File: config.mk
export PLATFORM = sky130hd
export DESIGN_NAME = alu_4bit
export DESIGN_NICKNAME = d
export VERILOG_FILES = /design/src/rtl/alu_4bit_pkg.sv /design/src/rtl/alu_4bit_adder.sv /design/src/rtl/alu_4bit.sv
export SDC_FILE = /design/constraint.sdc
export NUM_CORES = 1
export LEC_CHECK = 0
export BUFFER_PORTS_ARGS = -buffer_cell sky130_fd_sc_hd__buf_2
export CAP_MARGIN = 20
export CORE_MARGIN = 8
export CORE_UTILIZATION = 50
export CTS_BUF_LIST = sky130_fd_sc_hd__clkbuf_16
export DETAILED_ROUTE_END_ITERATION = 12
export HOLD_SLACK_MARGIN = 0.1
export PLACE_DENSITY = 0.77
export RECOVER_POWER = 100
export SYNTH_ARGS = -nofsm -noshare
export SYNTH_HDL_FRONTEND = slang
export SYNTH_SLANG_ARGS = --single-unit
export TNS_END_PERCENT = 30
File: constraint.sdc
create_clock -name clk -period 0.8 [get_ports clk]
set_input_delay 0.04 -clock clk [delete_from_list [all_inputs] [get_ports clk]]
set_output_delay 0.04 -clock clk [all_outputs]
set_load 0.1 [all_outputs]
File: src/rtl/alu_4bit_pkg.sv
// Shared constants and opcode encoding for the 4-bit ALU.
// Flag outputs (zero, ovf) are built only when ALU_4BIT_FLAGS_EN is defined.
package alu_4bit_pkg;

  localparam int W = 4;

  localparam logic [2:0] OP_ADD = 3'b000;
  localparam logic [2:0] OP_SUB = 3'b001;
  localparam logic [2:0] OP_AND = 3'b010;
  localparam logic [2:0] OP_OR  = 3'b011;
  localparam logic [2:0] OP_XOR = 3'b100;
  localparam logic [2:0] OP_NOT = 3'b101;
  localparam logic [2:0] OP_SHL = 3'b110;
  localparam logic [2:0] OP_SHR = 3'b111;

  typedef enum logic [2:0] {
    ALU_ADD = OP_ADD,
    ALU_SUB = OP_SUB,
    ALU_AND = OP_AND,
    ALU_OR  = OP_OR,
    ALU_XOR = OP_XOR,
    ALU_NOT = OP_NOT,
    ALU_SHL = OP_SHL,
    ALU_SHR = OP_SHR
  } opcode_e;

endpackage

File: src/rtl/alu_4bit_adder.sv
// Ripple-carry adder shared by ADD and SUB (SUB feeds ~b).
// Signed overflow is the carry into the MSB differing from the carry out.
module alu_4bit_adder
  import alu_4bit_pkg::*;
(
  input  logic [W-1:0] a_i,
  input  logic [W-1:0] b_i,
  input  logic         cin_i,
  output logic [W-1:0] sum_o,
  output logic         cout_o,
  output logic         ovf_o
);

  logic [W:0] c;

  assign c[0] = cin_i;

  for (genvar i = 0; i < W; i++) begin : g_bit
    assign sum_o[i] = a_i[i] ^ b_i[i] ^ c[i];
    assign c[i+1]   = (a_i[i] & b_i[i]) | (c[i] & (a_i[i] ^ b_i[i]));
  end

  assign cout_o = c[W];
  assign ovf_o  = c[W] ^ c[W-1];

endmodule

File: src/rtl/alu_4bit.sv
// Registered 4-bit ALU: opcode mux feeding output registers, one-cycle latency.
// Define ALU_4BIT_FLAGS_EN to add the registered zero and ovf outputs.
module alu_4bit
  import alu_4bit_pkg::*;
(
  input  logic         clk,
  input  logic         rst_n,
  input  logic [W-1:0] a,
  input  logic [W-1:0] b,
  output logic [W-1:0] finalout,
  input  logic         cin,
  output logic         cout,
  input  logic [2:0]   ctrl
`ifdef ALU_4BIT_FLAGS_EN
  ,
  output logic         zero,
  output logic         ovf
`endif
);

  opcode_e      op;
  logic [W-1:0] add_b, add_sum;
  logic         add_cout, add_ovf;
  logic [W-1:0] finalout_d, finalout_q;
  logic         cout_d, cout_q;

  assign op    = opcode_e'(ctrl);
  assign add_b = (op == ALU_SUB) ? ~b : b;

  alu_4bit_adder u_adder (
    .a_i    (a),
    .b_i    (add_b),
    .cin_i  (cin),
    .sum_o  (add_sum),
    .cout_o (add_cout),
    .ovf_o  (add_ovf)
  );

  always_comb begin
    finalout_d = '0;
    cout_d     = 1'b0;
    case (op)
      ALU_ADD, ALU_SUB: begin
        finalout_d = add_sum;
        cout_d     = add_cout;
      end
      ALU_AND: finalout_d = a & b;
      ALU_OR:  finalout_d = a | b;
      ALU_XOR: finalout_d = a ^ b;
      ALU_NOT: finalout_d = ~a;
      ALU_SHL: begin
        finalout_d = {a[W-2:0], 1'b0};
        cout_d     = a[W-1];
      end
      ALU_SHR: begin
        finalout_d = {1'b0, a[W-1:1]};
        cout_d     = a[0];
      end
      default: begin
        finalout_d = '0;
        cout_d     = 1'b0;
      end
    endcase
  end

  always_ff @(posedge clk or negedge rst_n) begin
    if (!rst_n) begin
      finalout_q <= '0;
      cout_q     <= 1'b0;
    end else begin
      finalout_q <= finalout_d;
      cout_q     <= cout_d;
    end
  end

  assign finalout = finalout_q;
  assign cout     = cout_q;

`ifdef ALU_4BIT_FLAGS_EN
  logic zero_d, zero_q, ovf_d, ovf_q;

  assign zero_d = (finalout_d == '0);
  // Overflow only has meaning for the adder paths.
  assign ovf_d  = (op == ALU_ADD || op == ALU_SUB) ? add_ovf : 1'b0;

  always_ff @(posedge clk or negedge rst_n) begin
    if (!rst_n) begin
      zero_q <= 1'b0;
      ovf_q  <= 1'b0;
    end else begin
      zero_q <= zero_d;
      ovf_q  <= ovf_d;
    end
  end

  assign zero = zero_q;
  assign ovf  = ovf_q;
`else
  logic unused_ovf;
  assign unused_ovf = add_ovf;
`endif

endmodule

==> out/metrics.yaml <==
timing:
  report.final.slew_viol_count: 0
  timing.final.ws_setup_ns: -1.13
  unrepaired_setup_endpoints_after_global_routing: "true"
  min_period_ns: 1.93
  max_freq_ghz: 0.517
  final.setup.tns_ns: -4.18
  final.period_utilization: 2.42
  tightest_slew_ns: 0.278
  timing_hold_violations_final: 0
  timing.final.setup_violations: 10
  slew_headroom: 0.815
yosys:
  number_of_storage_elements_in_the_synthesis_netlist: 5
  synth_top_cells_by_count: "sky130_fd_sc_hd__inv_1, sky130_fd_sc_hd__ha_1, sky130_fd_sc_hd__nand2_1"
  yosysSeqAreaShare: 0.185
  post-synth-top-count-cell: "sky130_fd_sc_hd__inv_1"
  synth_ff_type: "sky130_fd_sc_hd__dfrtp_1"
  synthDistinctLibCells: 25
  synth.yosys.warnings: 0
  synth_enable_flop_cells: 0
  synth_top_area_frac: 0.185
  syn_area_um2: 676
  synthesis.nets: 99
  synthesis.area_per_instance_um2: 9.26
  synth_largest_area_cell: "sky130_fd_sc_hd__dfrtp_1"
  leading_cell_types_by_total_area_after_synthesis: "sky130_fd_sc_hd__dfrtp_1, sky130_fd_sc_hd__ha_1, sky130_fd_sc_hd__fa_1, sky130_fd_sc_hd__mux2i_1, sky130_fd_sc_hd__inv_1"
  asyncSetResetFlopFracSynth: 1.00
  synthCells: 73
setup_path:
  cpPeakStageDelay_ns: 0.43
  cp.required_ns: 0.91
  critical_path.startpoint_type: "primary input"
  crit_path_end_kind: "register"
  worstPathMaxFanout: 2
  timing.setup.critical_path_class: "primary input to register"
  path_cells: "buf_8, nor2_4, and2_4, xnor2_2, fa_2, fa_2, inv_2, fa_1, fa_1, nor3_2, nor2_1"
  cp_slowest_cell: "sky130_fd_sc_hd__fa_1"
  arrival_ns: 2.04
worst_hold_path:
  worst_hold_launch: "ctrl[2]"
  min_path_cells: 4
  whs_endpoint: "finalout[0]$_DFF_PN0_"
  min_path_type: "primary input to register"
floorplan:
  num_rows: 13
  die_wd_um: 52.8
  area_of_the_die_mm2: 0.00278
  fp.dieH_um: 52.8
  floorplan.initialDensity: 0.526
  core_mm2: 0.00128
  design.portCount: 19
drt:
  vias: 649
  initialDrtViolationCount: 18
  drt_pre_antenna_iters: 4
  final_antenna_net_count: 0
  postRouteWirelength_um: 1910
  detail_route.wl_per_cell_um: 15.8
  detail_route.vias_per_cell: 5.36
  drc_errors: 0
cts:
  postCtsSetupBuffers: 0
  clock_sink_count: 5
  clkSlewWorstSetupHoldPaths_ns: 0.03
  cts.root.buffer_cell: "sky130_fd_sc_hd__clkbuf_16"
  cts_tree: "yes"
  clk_path_buf_depth: 2
  cts_buffers: 3
  htreeDepth: 1
run_status:
  status: "complete, but fails checks"
  failed_checks: "negative setup slack"
placed_design:
  finalWeightedCongestion: 0.779
  placement.cell_area_um2: 957
  place_hpwl_um: 1440
  port_buffers: 18
final_layout:
  stdcell_area_mm2: 0.00107
  syn2layout_area_growth_pct: 58.3
  final_layout_size_suffix_gt1_frac: 0.462
  antenna_cells: 0
  finish.net_count: 133
power:
  p_per_area_mw_per_mm2: 1860
  cellLeakagePower_nw: 0.539
  power.ir.vdd_worst_v: 0.000845
global_routing:
  grt_use_total: 0.156
  global_route_wire_length_before_repair_um: 3160
  grt_max_degree: 18
  first_global_vias: 725
  initial_antenna_violation_count: 0
  globalRouteOverflowTotal: 0
flow_run:
  maxCapViolations: 0
==> worst max-delay path by stage <==
| stage | cells after the start | end | slack, ns | from |
|---|---|---|---|---|
| 4_1_cts | 11 | finalout[3]$_DFF_PN0_ | -1.13 | ctrl[1] |
| 3_3_place_gp | 11 | finalout[3]$_DFF_PN0_ | -1.33 | ctrl[1] |
| 5_1_grt | 11 | finalout[3]$_DFF_PN0_ | -1.27 | ctrl[1] |
| 3_5_place_dp | 11 | finalout[3]$_DFF_PN0_ | -1.43 | ctrl[1] |
| 6_report | 11 | finalout[3]$_DFF_PN0_ | -1.13 | ctrl[1] |
| 2_1_floorplan | 12 | finalout[3]$_DFF_PN0_ | -1.35 | ctrl[2] |
==> final cells by class <==
type / instances / area [um2]
timing repair buffer: 34 / 303
multi-input combinational: 52 / 503
fill: 68 / 215
sequential: 5 / 125
inverter: 11 / 41.3
clock buffer: 3 / 75.1
tap: 15 / 18.8
clock inverter: 1 / 3.75
==> flip-flops by register name, summed over array words and instances, names as in the netlist <==
register and flops:
finalout 4, cout 1
==> routing by layer <==
layer / vias up / part of all wire / routed length, um / track usage
li1: 307 / - / - / -
met5: - / 0 / 0 / 0
met2: 18 / 0.52 / 1000 / 0.273
met3: 5 / 0.048 / 91 / 0.0369
met4: 0 / 0.019 / 36 / 0.0948
met1: 319 / 0.41 / 782 / 0.161
==> cells by family after synthesis <==
logic type               synth area share
AO/OA/AOI/OAI                       0.148
XOR/XNOR                           0.0518
adder cells (fa/ha/maj)             0.267
buffers and inverters               0.124
flip-flops                          0.185
multiplexers                        0.124
AND/OR/NAND/NOR                     0.100
==> report_power, final <==
group | switching (mW) | leakage, nW | internal (mW) | total (mW)
Clock | 0.176 | 0.0423 | 0.648 | 0.824
Combinational | 0.493 | 0.437 | 0.356 | 0.849
Sequential | 0.0289 | 0.0600 | 0.288 | 0.317
Total | 0.697 | 0.539 | 1.29 | 1.99
==> layout by cell type, fill, tap and decap left out, drive strengths merged, types with 2 or more instances in the layout <==
master / Yosys / routed
buf: 5 / 32
fa: 4 / 4
dfrtp: 5 / 5
a221oi: 2 / 2
o21ai: 4 / 4
clkbuf: 0 / 4
nand2: 6 / 6
ha: 8 / 8
a21oi: 5 / 5
inv: 11 / 12
nor2: 3 / 3
nor3: 3 / 3
xnor2: 4 / 4
mux2i: 5 / 5
==> stage by stage <==
| stage | worst slack (ns) | util | hold slack [ns] | instances | total power, mW |
|---|---|---|---|---|---|
| after floorplan | -1.35 | - | -0.256 | 73 | 0.820 |
| after global placement | -1.33 | 0.745 | -0.141 | 116 | 1.11 |
| after detailed placement | -1.43 | 0.745 | -0.139 | 116 | 1.14 |
| after CTS | -1.13 | 0.831 | 0.155 | 121 | 1.99 |
| after global routing | -1.27 | 0.833 | 0.223 | 121 | 2.08 |
| final | -1.13 | 0.833 | 0.196 | 121 | 1.99 |
==> repair_timing <==
| item | CTS | global route |
|---|---|---|
| gates resized for setup | 5 | 1 |
| gates cloned | 0 | 0 |
| pin swaps | 1 | 0 |
| hold endpoints to repair | 5 | 0 |
| endpoints found under the setup margin | 10 | 10 |
| hold buffers | 1 | 0 |
==> worst max-delay path: cells and delay by family <==
| kind | cells | cell delay [ns] |
|---|---|---|
| simple gates | 4 | 0.46 |
| fa+ha+maj | 4 | 1.29 |
| xor+xnor | 1 | 0.07 |
| buf+inv | 2 | 0.16 |
Power figures use the tool's default switching activity.
